## config.mk

```make
export PLATFORM = sky130hd
export DESIGN_NAME = instr_fetch_unit_flat
export DESIGN_NICKNAME = d
export VERILOG_FILES = /design/src/rtl/instr_fetch_unit_if.sv /design/src/rtl/instr_fetch_unit.sv /design/src/flat_wrapper.sv
export SDC_FILE = /design/constraint.sdc
export NUM_CORES = 1
export LEC_CHECK = 0
export CAP_MARGIN = 20
export CORE_ASPECT_RATIO = 0.9
export CORE_MARGIN = 8
export CORE_UTILIZATION = 25
export CTS_BUF_LIST = sky130_fd_sc_hd__clkbuf_8
export CTS_CLUSTER_DIAMETER = 200
export DETAILED_ROUTE_END_ITERATION = 16
export PLACE_DENSITY = 0.52
export SLEW_MARGIN = 20
export SYNTH_ARGS = -nofsm -noshare
export SYNTH_HDL_FRONTEND = slang
export SYNTH_SLANG_ARGS = --single-unit
```

## constraint.sdc

```tcl
create_clock -name clk -period 4.95 [get_ports clk]
set_input_delay 0.495 -clock clk [delete_from_list [all_inputs] [get_ports clk]]
set_output_delay 0.495 -clock clk [all_outputs]
set_load 0.05 [all_outputs]
```

## src/rtl/instr_fetch_unit_if.sv

```systemverilog
// Fetch-stage bus: control-unit handshake plus instruction RAM port.
interface instr_fetch_unit_if #(
  parameter int ADDR_W = 8,
  parameter int DATA_W = 16
);
  logic              en_fetch;
  logic              en_pc_pulse;
  logic [1:0]        pc_ctrl;
  logic [7:0]        offset_addr;
  logic [ADDR_W-1:0] mem_addr;
  logic              mem_rd;
  logic [DATA_W-1:0] mem_rdata;
  logic [DATA_W-1:0] ins;
  logic              en_ram_out;
  logic [ADDR_W-1:0] pc;
  logic              busy;
  logic              fetch_err;

  // master: the fetch unit itself
  modport master (
    input  en_fetch, en_pc_pulse, pc_ctrl, offset_addr, mem_rdata,
    output mem_addr, mem_rd, ins, en_ram_out, pc, busy, fetch_err
  );

  // slave: control unit and instruction RAM side
  modport slave (
    output en_fetch, en_pc_pulse, pc_ctrl, offset_addr, mem_rdata,
    input  mem_addr, mem_rd, ins, en_ram_out, pc, busy, fetch_err
  );
endinterface

```

## src/rtl/instr_fetch_unit.sv

```systemverilog
// Instruction fetch stage: owns the PC, issues one RAM read per request,
// waits out the fixed RAM latency and returns the word with a valid pulse.
module instr_fetch_unit #(
  parameter int ADDR_W   = 8,
  parameter int DATA_W   = 16,
  parameter int RAM_LAT  = 2,
  parameter int RESET_PC = 0
) (
  input logic               clk,
  input logic               rst,
  instr_fetch_unit_if.master bus
);

  typedef enum logic [1:0] {IDLE, WAIT, DONE} state_t;

  localparam logic [ADDR_W-1:0] RST_PC  = ADDR_W'(RESET_PC);
  localparam logic [2:0]        LAT_LD  = 3'(RAM_LAT);

  state_t              state;
  logic [2:0]          cnt;
  logic [ADDR_W-1:0]   pc_q;
  logic [ADDR_W-1:0]   pc_nxt;
  logic [ADDR_W-1:0]   mem_addr_q;
  logic                mem_rd_q;
  logic [DATA_W-1:0]   ins_q;
  logic                en_ram_out_q;
  logic                busy_q;
  logic                err_q;

  assign bus.pc         = pc_q;
  assign bus.mem_addr   = mem_addr_q;
  assign bus.mem_rd     = mem_rd_q;
  assign bus.ins        = ins_q;
  assign bus.en_ram_out = en_ram_out_q;
  assign bus.busy       = busy_q;
  assign bus.fetch_err  = err_q;

  // Next PC: hold / increment / absolute jump / signed relative branch, all mod 2^ADDR_W
  always_comb begin
    pc_nxt = pc_q;
    if (bus.en_pc_pulse) begin
      unique case (bus.pc_ctrl)
        2'b00: pc_nxt = pc_q;
        2'b01: pc_nxt = pc_q + ADDR_W'(1);
        2'b10: pc_nxt = ADDR_W'(bus.offset_addr);
        2'b11: pc_nxt = pc_q + ADDR_W'($signed(bus.offset_addr));
        default: pc_nxt = pc_q;
      endcase
    end
  end

  // PC register; updates in any FSM state, independent of a fetch in flight
  always_ff @(posedge clk) begin
    if (!rst) pc_q <= RST_PC;
    else      pc_q <= pc_nxt;
  end

  // Fetch FSM: address is latched from the pre-update PC, so a same-edge or
  // later PC change never disturbs the fetch already issued
  always_ff @(posedge clk) begin
    if (!rst) begin
      state        <= IDLE;
      cnt          <= '0;
      mem_addr_q   <= '0;
      mem_rd_q     <= 1'b0;
      ins_q        <= '0;
      en_ram_out_q <= 1'b0;
      busy_q       <= 1'b0;
      err_q        <= 1'b0;
    end else begin
      // any request outside IDLE (including DONE) is dropped and flagged
      if (bus.en_fetch && state != IDLE) err_q <= 1'b1;
      unique case (state)
        IDLE: begin
          if (bus.en_fetch) begin
            mem_addr_q <= pc_q;
            mem_rd_q   <= 1'b1;
            cnt        <= LAT_LD;
            busy_q     <= 1'b1;
            state      <= WAIT;
          end
        end
        WAIT: begin
          mem_rd_q <= 1'b0;
          cnt      <= cnt - 3'd1;
          if (cnt == 3'd1) begin
            ins_q        <= bus.mem_rdata;
            en_ram_out_q <= 1'b1;
            state        <= DONE;
          end
        end
        DONE: begin
          en_ram_out_q <= 1'b0;
          busy_q       <= 1'b0;
          state        <= IDLE;
        end
        default: state <= IDLE;
      endcase
    end
  end

endmodule

```

## src/flat_wrapper.sv

```systemverilog
// flat-port wrapper written by rule: the top's interface ports become plain ports
module instr_fetch_unit_flat 
#(
  parameter int ADDR_W   = 8,
  parameter int DATA_W   = 16,
  parameter int RAM_LAT  = 2,
  parameter int RESET_PC = 0
)
  (clk, rst, bus_en_fetch, bus_en_pc_pulse, bus_pc_ctrl, bus_offset_addr, bus_mem_rdata, bus_mem_addr, bus_mem_rd, bus_ins, bus_en_ram_out, bus_pc, bus_busy, bus_fetch_err);
  instr_fetch_unit_if #(.ADDR_W(ADDR_W), .DATA_W(DATA_W)) bus_i ();
  input logic clk;
  input logic rst;
  input wire logic [$bits(bus_i.en_fetch)-1:0] bus_en_fetch;
  input wire logic [$bits(bus_i.en_pc_pulse)-1:0] bus_en_pc_pulse;
  input wire logic [$bits(bus_i.pc_ctrl)-1:0] bus_pc_ctrl;
  input wire logic [$bits(bus_i.offset_addr)-1:0] bus_offset_addr;
  input wire logic [$bits(bus_i.mem_rdata)-1:0] bus_mem_rdata;
  output wire logic [$bits(bus_i.mem_addr)-1:0] bus_mem_addr;
  output wire logic [$bits(bus_i.mem_rd)-1:0] bus_mem_rd;
  output wire logic [$bits(bus_i.ins)-1:0] bus_ins;
  output wire logic [$bits(bus_i.en_ram_out)-1:0] bus_en_ram_out;
  output wire logic [$bits(bus_i.pc)-1:0] bus_pc;
  output wire logic [$bits(bus_i.busy)-1:0] bus_busy;
  output wire logic [$bits(bus_i.fetch_err)-1:0] bus_fetch_err;
  assign bus_i.en_fetch = bus_en_fetch;
  assign bus_i.en_pc_pulse = bus_en_pc_pulse;
  assign bus_i.pc_ctrl = bus_pc_ctrl;
  assign bus_i.offset_addr = bus_offset_addr;
  assign bus_i.mem_rdata = bus_mem_rdata;
  assign bus_mem_addr = bus_i.mem_addr;
  assign bus_mem_rd = bus_i.mem_rd;
  assign bus_ins = bus_i.ins;
  assign bus_en_ram_out = bus_i.en_ram_out;
  assign bus_pc = bus_i.pc;
  assign bus_busy = bus_i.busy;
  assign bus_fetch_err = bus_i.fetch_err;
  instr_fetch_unit #(.ADDR_W(ADDR_W), .DATA_W(DATA_W), .RAM_LAT(RAM_LAT), .RESET_PC(RESET_PC)) u_core (.clk(clk), .rst(rst), .bus(bus_i));
endmodule
```

==> metrics.txt, run 1 <==
# TYPE chip_impl_metric gauge
chip_impl_info{name="final_common_cell",value="clkdlybuf4s50_1"} 1
chip_impl_metric{name="min_period_over_period",unit=""} 0.498
chip_impl_metric{name="critical_path_arrival",unit="ns"} 2.69
chip_impl_info{name="whs_endpoint",value="u_core.bus.fetch_err"} 1
chip_impl_metric{name="critical_path_required",unit="ns"} 5.18
chip_impl_info{name="clock-root-buffer",value="clkbuf_8"} 1
chip_impl_metric{name="path_clk_slew",unit="ns"} 0.08
chip_impl_info{name="hp-class",value="flop to flop"} 1
chip_impl_metric{name="io_buffers",unit=""} 65
chip_impl_metric{name="final_max_slew_viol_count",unit=""} 0
chip_impl_metric{name="final-hold-violation-count",unit=""} 0
chip_impl_metric{name="power_frac_comb",unit=""} 0.213
chip_impl_metric{name="critical_path.max_stage_delay",unit="ns"} 0.61
chip_impl_metric{name="antenna_violations_before_repair",unit=""} 0
chip_impl_metric{name="power.switching",unit="µW"} 229
chip_impl_metric{name="worst-slew-pin-transition",unit="ns"} 0.564
chip_impl_metric{name="setup_viol",unit=""} 0
chip_impl_metric{name="final_util",unit=""} 0.368
chip_impl_info{name="regToRegStartpoint",value="u_core.bus.pc[0]"} 1
chip_impl_metric{name="grt_max_degree",unit=""} 36
chip_impl_metric{name="layout.nets",unit=""} 322
chip_impl_info{name="rsz_0062_raised_after_global_routing",value="false"} 1
chip_impl_metric{name="clock-sinks",unit=""} 41
chip_impl_metric{name="final_critical_delay_including_setup_and_external_delays",unit="ns"} 2.46
chip_impl_metric{name="gp_congestion",unit=""} 0.804
chip_impl_metric{name="slew_headroom",unit=""} 0.623
chip_impl_metric{name="synthesis.nets",unit=""} 261
chip_impl_info{name="worstReg2RegEnd",value="u_core.bus.pc[4]"} 1
chip_impl_info{name="ys_dominant_reg_cell",value="dfxtp_1"} 1
chip_impl_metric{name="synth_enable_flop_cells",unit=""} 0
chip_impl_metric{name="clock-skew-final",unit="ns"} 0.00391
chip_impl_metric{name="syn_to_final_growth",unit="%"} 44.3
chip_impl_metric{name="worst_ir_drop_vdd",unit="mV"} 0.110
chip_impl_metric{name="gate_count_after_technology_mapping",unit=""} 221
chip_impl_metric{name="die_area",unit="mm²"} 0.0107
chip_impl_metric{name="clock_latency",unit="ns"} 0.29
chip_impl_metric{name="synthesis.yosys.warnings",unit=""} 0
chip_impl_info{name="critPathSlowestCell",value="clkdlybuf4s50_1"} 1
chip_impl_metric{name="worstRegToRegCells",unit=""} 9
chip_impl_metric{name="drive_gt1_frac",unit=""} 0.0565
chip_impl_metric{name="reg2reg_slack",unit="ns"} 3.08
chip_impl_metric{name="cp_max_fo",unit=""} 13
chip_impl_metric{name="total_core_area",unit="mm²"} 0.00747
chip_impl_metric{name="total_power",unit="µW"} 812
chip_impl_metric{name="post_synth_num_cell_types",unit=""} 42
chip_impl_metric{name="cts-root-to-sink-buffers",unit=""} 2
chip_impl_metric{name="sequential_to_total_area_share_from_yosys_stat",unit=""} 0.431
chip_impl_metric{name="placementRows",unit=""} 30
chip_impl_metric{name="cap_viol_max_count",unit=""} 0
chip_impl_metric{name="resize_count_post_cts",unit=""} 0
chip_impl_metric{name="drc_errors",unit=""} 0
chip_impl_info{name="timing.critical_path.from_type",value="input pin"} 1
chip_impl_metric{name="cts-hold-fix-buffers",unit=""} 0
chip_impl_metric{name="power.density_cell_area",unit="mW/mm²"} 295
chip_impl_metric{name="pwr-share-clk",unit=""} 0.347
chip_impl_metric{name="first_pass_iters",unit=""} 4
chip_impl_info{name="final_cell_mix",value="65 x clkdlybuf4s50_1, 41 x dfxtp_1, 39 x nand2_1"} 1
chip_impl_info{name="critical_path.top_delay_family",value="buffers and inverters"} 1
chip_impl_metric{name="initial_core_util",unit=""} 0.255
chip_impl_metric{name="synth.avg_cell_area",unit="µm²"} 8.62
chip_impl_metric{name="totalWireLength",unit="µm"} 5210
chip_impl_metric{name="vias_per_cell",unit=""} 4.48
chip_impl_metric{name="fmax",unit="MHz"} 406
chip_impl_metric{name="cts.repair_timing.setup_buffer_count",unit=""} 0
chip_impl_metric{name="htreeDepth",unit=""} 2
chip_impl_metric{name="leakage",unit="µW"} 0.00104
chip_impl_metric{name="via_count",unit=""} 1697
chip_impl_metric{name="worstPathBufferInverterCount",unit=""} 2
chip_impl_metric{name="routed_wire_per_std_cell",unit="µm"} 13.7
chip_impl_metric{name="floorplan.die.height",unit="µm"} 98.8
chip_impl_metric{name="grt_util_all_layers",unit=""} 0.0951
chip_impl_metric{name="seq_power_share",unit=""} 0.441
chip_impl_metric{name="synth_area",unit="mm²"} 0.00191
chip_impl_metric{name="grt_first_pass_wirelength",unit="µm"} 8110
chip_impl_metric{name="overflow",unit=""} 0
chip_impl_metric{name="flip_flop_and_latch_area",unit="µm²"} 821
chip_impl_metric{name="first_global_vias",unit=""} 1629
chip_impl_metric{name="n_fill_cell",unit=""} 780
chip_impl_info{name="endpoint_kind_of_the_worst_setup_timing_path",value="flop"} 1
chip_impl_metric{name="internal_power_consumption",unit="µW"} 583
chip_impl_metric{name="power.switching_fraction",unit=""} 0.282
chip_impl_info{name="min-delay-start",value="u_core.bus.fetch_err"} 1
chip_impl_info{name="crit_path_cell_trace",value="clkdlybuf4s50_1 > nand3b_1 > ha_1 > inv_1 > fa_1 > nor2b_1 > o21ai_0 > nand2b_1 > xor2_1 > mux2i_1 > a21oi_1"} 1
chip_impl_metric{name="multiInputGateArea",unit="µm²"} 983
chip_impl_metric{name="synth.ff_latch_count",unit=""} 41
chip_impl_info{name="timing_worst_setup_path_type",value="input pin to flop"} 1
chip_impl_metric{name="cts_buffers",unit=""} 5
chip_impl_info{name="tritoncts",value="yes"} 1
chip_impl_metric{name="dp_hpwl",unit="µm"} 3850
chip_impl_metric{name="diodes",unit=""} 0
chip_impl_metric{name="drt_iter0_drc",unit=""} 41
chip_impl_metric{name="die_w",unit="µm"} 108
chip_impl_metric{name="ant_nets",unit=""} 0
chip_impl_metric{name="ios",unit=""} 66
chip_impl_metric{name="timing.setup.tns",unit="ns"} 0
chip_impl_metric{name="hold_depth",unit=""} 2
chip_impl_metric{name="synth_async_sr_flop_share",unit=""} 0
chip_impl_info{name="status",value="finished clean"} 1
-- state kept, by name (all words and copies together) (netlist names), 2 cells and up --
name                 cells
u_core.state             2
u_core.cnt               3
u_core.bus.mem_addr      8
u_core.bus.ins          16
u_core.bus.pc            8
-- cells by family after synthesis --
family,count (synthesis),synth area share
flip-flops,41,0.431
AND/OR/NAND/NOR,82,0.195
adder cells (fa/ha/maj),10,0.0696
buffers and inverters,20,0.0532
multiplexers,13,0.0689
AO/OA/AOI/OAI,50,0.160
XOR/XNOR,5,0.0230
-- stage by stage --
stage / worst slack (ns) / hold WS (ns) / instances / area, µm²
final: 2.49 / 0.449 / 379 / 2750
after global routing: 2.29 / 0.473 / 379 / 2750
after CTS: 2.48 / 0.457 / 378 / 2730
after detailed placement: 2.16 / 0.445 / 370 / 2610
after global placement: 2.20 / 0.438 / 370 / 2610
after floorplan: 2.86 / 0.478 / 221 / 1910
-- cell type report --
cell class,instances,share of cell area
Multi-Input combinational cell,160,0.358
Sequential cell,41,0.298
Timing Repair Buffer,66,0.246
Tap cell,96,0.0437
Clock buffer,6,0.0300
Clock inverter,2,0.0136
Inverter,8,0.0109
-- tightest hold or removal path, delay by kind of cell, from the launching register on --
| kind | cells | cell delay, ns |
|---|---|---|
| compound gates | 1 | 0.05 |
| flops | 1 | 0.31 |
| buf+inv | 1 | 0.05 |
-- metal layers --
layer,track usage,vias to the layer above,share of wire
met5,0,-,0
li1,-,870,-
met1,0.123,784,0.47
met2,0.141,36,0.46
met3,0.0320,7,0.066
met4,0.0384,0,0.012
-- synth_stat cells, drive strengths merged, types with 3 or more instances --
| cell | number | share of area |
|---|---|---|
| nand2 | 40 | 0.080 |
| nor2b | 4 | 0.013 |
| a21oi | 27 | 0.075 |
| inv | 7 | 0.014 |
| a211oi | 3 | 0.012 |
| buf | 8 | 0.030 |
| nor2 | 18 | 0.035 |
| xor2 | 3 | 0.014 |
| mux2i | 12 | 0.063 |
| and3 | 5 | 0.016 |
| nand3 | 4 | 0.011 |
| clkbuf | 4 | 0.0079 |
| dfxtp | 41 | 0.43 |
| ha | 9 | 0.059 |
| o21ai | 9 | 0.026 |
-- power groups by stage --
stage / logic [µW] / clock network [µW] / registers, µW
after floorplan: 68.9 / 0 / 406
after global placement: 171 / 0 / 366
after detailed placement: 172 / 0 / 366
after CTS: 173 / 293 / 358
after global routing: 186 / 305 / 361
final: 173 / 281 / 358
-- worst max-delay path by stage --
stage / start / endpoint / slack [ns] / cells past startpoint
2_1_floorplan: bus_pc_ctrl[0] / u_core.bus.pc[7] / 2.86 / 10
3_3_place_gp: bus_pc_ctrl[0] / u_core.bus.pc[7] / 2.20 / 10
3_5_place_dp: rst / u_core.bus.pc[1] / 2.16 / 3
4_1_cts: rst / u_core.cnt[1] / 2.48 / 3
5_1_grt: bus_pc_ctrl[0] / u_core.bus.pc[7] / 2.29 / 10
6_report: bus_pc_ctrl[0] / u_core.bus.pc[4] / 2.49 / 11
Power figures use the tool's default switching activity.
==> run 2, diff against run 1 <==
Settings changed: PLACE_DENSITY 0.52 to 0.54.
Clock period 4.95 ns to 2.2 ns, I/O delays scaled along.
==> run 2 against run 1 <==
  * Critical path depth is the same
  * Sequential power up 130%
  * Setup slack worse by 2.3 ns
  * Non-clock buffer count up 10
  * Sequential share of layout area decreased by 0.32 points
  * Clock skew is 0.0037 ns higher
  * Via count is 1.6% higher
  * Clock power up 73%
  * Flip-flop and latch count stayed put
==> metrics.txt, run 2 (synthesis results as in run 1) <==
# TYPE chip_impl_metric gauge
chip_impl_metric{name="die_area",unit="mm²"} 0.0107
chip_impl_metric{name="placementRows",unit=""} 30
chip_impl_metric{name="cp_max_fo",unit=""} 4
chip_impl_info{name="tritoncts",value="yes"} 1
chip_impl_metric{name="total_core_area",unit="mm²"} 0.00747
chip_impl_metric{name="first_pass_iters",unit=""} 4
chip_impl_info{name="critical_path.top_delay_family",value="adder cells"} 1
chip_impl_metric{name="fmax",unit="MHz"} 506
chip_impl_metric{name="syn_to_final_growth",unit="%"} 45.9
chip_impl_metric{name="hold_depth",unit=""} 3
chip_impl_metric{name="totalWireLength",unit="µm"} 5370
chip_impl_metric{name="clock_latency",unit="ns"} 0.29
chip_impl_metric{name="leakage",unit="µW"} 0.00107
chip_impl_info{name="status",value="finished clean"} 1
chip_impl_metric{name="grt_util_all_layers",unit=""} 0.102
chip_impl_metric{name="worstPathBufferInverterCount",unit=""} 2
chip_impl_metric{name="grt_use_met1",unit=""} 0.132
chip_impl_metric{name="layout.nets",unit=""} 332
chip_impl_metric{name="gp_congestion",unit=""} 0.744
chip_impl_metric{name="drive_gt1_frac",unit=""} 0.0887
chip_impl_metric{name="largest_reg_flops",unit=""} 16
chip_impl_info{name="final_common_cell",value="clkdlybuf4s50_1"} 1
chip_impl_metric{name="final_critical_delay_including_setup_and_external_delays",unit="ns"} 1.97
chip_impl_metric{name="setup_viol",unit=""} 0
chip_impl_metric{name="final_area",unit="mm²"} 0.00278
chip_impl_metric{name="grtUsageMet3",unit=""} 0.0320
chip_impl_metric{name="slew_headroom",unit=""} 0.610
chip_impl_metric{name="diodes",unit=""} 0
chip_impl_metric{name="power_frac_comb",unit=""} 0.237
chip_impl_metric{name="worst_ir_drop_vdd",unit="mV"} 0.251
chip_impl_metric{name="htreeDepth",unit=""} 2
chip_impl_metric{name="cts-hold-fix-buffers",unit=""} 0
chip_impl_metric{name="overflow",unit=""} 0
chip_impl_metric{name="grt_max_degree",unit=""} 19
chip_impl_metric{name="cts_buffers",unit=""} 5
chip_impl_metric{name="vias_per_cell",unit=""} 4.43
chip_impl_metric{name="power.density_cell_area",unit="mW/mm²"} 609
chip_impl_metric{name="grt_first_pass_wirelength",unit="µm"} 8810
chip_impl_metric{name="worstRegToRegCells",unit=""} 9
chip_impl_metric{name="drc_errors",unit=""} 0
chip_impl_info{name="crit_path_cell_trace",value="clkdlybuf4s50_1 > nand3b_1 > ha_1 > inv_1 > fa_1 > nor2b_2 > o21ai_0 > nand2b_1 > xor2_1 > mux2i_1 > a21oi_1"} 1
chip_impl_metric{name="via_count",unit=""} 1725
chip_impl_metric{name="ant_nets",unit=""} 0
chip_impl_metric{name="seq_power_share",unit=""} 0.476
chip_impl_metric{name="setup_ws",unit="ns"} 0.225
chip_impl_info{name="busiest_grt_layer",value="met2"} 1
chip_impl_metric{name="clock-sinks",unit=""} 41
chip_impl_metric{name="critical_path_depth",unit=""} 11
chip_impl_metric{name="clock-skew-final",unit="ns"} 0.00756
chip_impl_metric{name="ios",unit=""} 66
chip_impl_info{name="timing_worst_setup_path_type",value="input pin to flop"} 1
chip_impl_info{name="timing.critical_path.from_type",value="input pin"} 1
chip_impl_metric{name="layoutNonFillerInstCount",unit=""} 389
chip_impl_metric{name="cap_viol_max_count",unit=""} 0
chip_impl_metric{name="cts-root-to-sink-buffers",unit=""} 2
chip_impl_metric{name="antenna_violations_before_repair",unit=""} 0
chip_impl_metric{name="finalHoldWorstSlack",unit="ns"} 0.349
chip_impl_metric{name="min_period_over_period",unit=""} 0.898
chip_impl_info{name="hp-class",value="input pin to flop"} 1
chip_impl_metric{name="power.switching",unit="µW"} 521
chip_impl_info{name="clock-root-buffer",value="clkbuf_8"} 1
chip_impl_info{name="rsz_0062_raised_after_global_routing",value="false"} 1
chip_impl_metric{name="routed_wire_per_std_cell",unit="µm"} 13.8
chip_impl_metric{name="path_clk_slew",unit="ns"} 0.08
chip_impl_metric{name="floorplan.die.height",unit="µm"} 98.8
chip_impl_metric{name="drt_iter0_drc",unit=""} 32
chip_impl_info{name="endpoint_kind_of_the_worst_setup_timing_path",value="flop"} 1
chip_impl_info{name="final_cell_mix",value="64 x clkdlybuf4s50_1, 41 x dfxtp_1, 39 x nand2_1"} 1
chip_impl_metric{name="power.switching_fraction",unit=""} 0.308
chip_impl_metric{name="critical_path_arrival",unit="ns"} 2.20
chip_impl_metric{name="dp_hpwl",unit="µm"} 4160
chip_impl_metric{name="pwr-share-clk",unit=""} 0.287
chip_impl_metric{name="final-hold-violation-count",unit=""} 0
chip_impl_metric{name="critical_path.max_stage_delay",unit="ns"} 0.46
chip_impl_metric{name="place.detailed.instances",unit=""} 381
chip_impl_metric{name="io_buffers",unit=""} 65
chip_impl_metric{name="critical_path_required",unit="ns"} 2.43
chip_impl_metric{name="placement.setup.worst_slack",unit="ns"} -0.145
chip_impl_metric{name="timing.setup.tns",unit="ns"} 0
chip_impl_metric{name="globalRouteMet2Util",unit=""} 0.157
chip_impl_metric{name="initial_core_util",unit=""} 0.255
chip_impl_metric{name="worst-slew-pin-transition",unit="ns"} 0.585
chip_impl_metric{name="die_w",unit="µm"} 108
chip_impl_metric{name="final_max_slew_viol_count",unit=""} 0
chip_impl_metric{name="first_global_vias",unit=""} 1707
chip_impl_info{name="critPathSlowestCell",value="clkdlybuf4s50_1"} 1
chip_impl_metric{name="placed_area",unit="mm²"} 0.00269
chip_impl_metric{name="internal_power_consumption",unit="µW"} 1170
==> run 2: power by group through the flow <==
stage	clock, µW	combinational, µW	sequential, µW
4_1_cts	508	405	807
6_report	486	401	807
3_5_place_dp	0	403	824
3_3_place_gp	0	402	825
5_1_grt	538	437	812
2_1_floorplan	0	155	913
==> run 2: final timing paths <==
check	slack (ns)	endpoint	from
max	0.23	u_core.bus.pc[4]	bus_pc_ctrl[0]
min	0.35	u_core.bus.pc[0]	bus_offset_addr[0]
max reg2reg	0.31	u_core.bus.pc[4]	u_core.bus.pc[0]
min reg2reg	0.45	u_core.bus.fetch_err	u_core.bus.fetch_err
==> run 2: routing by layer <==
metal  share of wire  wire [µm]
met1            0.47       2530
met2            0.47       2510
met3           0.053        282
met4          0.0076         41
met5               0          0
==> run 2: stage by stage <==
step,utilization,power (µW)
final,0.372,1690
after global routing,0.372,1790
after CTS,0.372,1720
after detailed placement,0.360,1230
after global placement,0.360,1230
after floorplan,-,1070
==> run 2: what timing repair did <==
action                                  in CTS  in global routing
gates resized for setup                      0                  2
endpoints found under the hold margin        0                  0
setup buffers                                0                  0
endpoints found under the setup margin       0                  1
==> run 2: final cells by class <==
class | instances | area, µm²
inverter | 8 | 30.0
clock inverter | 3 | 18.8
multi-input combinational | 160 | 986
sequential | 41 | 821
tap | 96 | 120
clock buffer | 5 | 68.8
timing repair buffer | 76 | 736
fill | 778 | 4690
==> run 2: worst min-delay path: stages <==
cell and delay, ns:
dlymetal6s2s_1 0.15, mux2i_1 0.14, a211oi_1 0.08
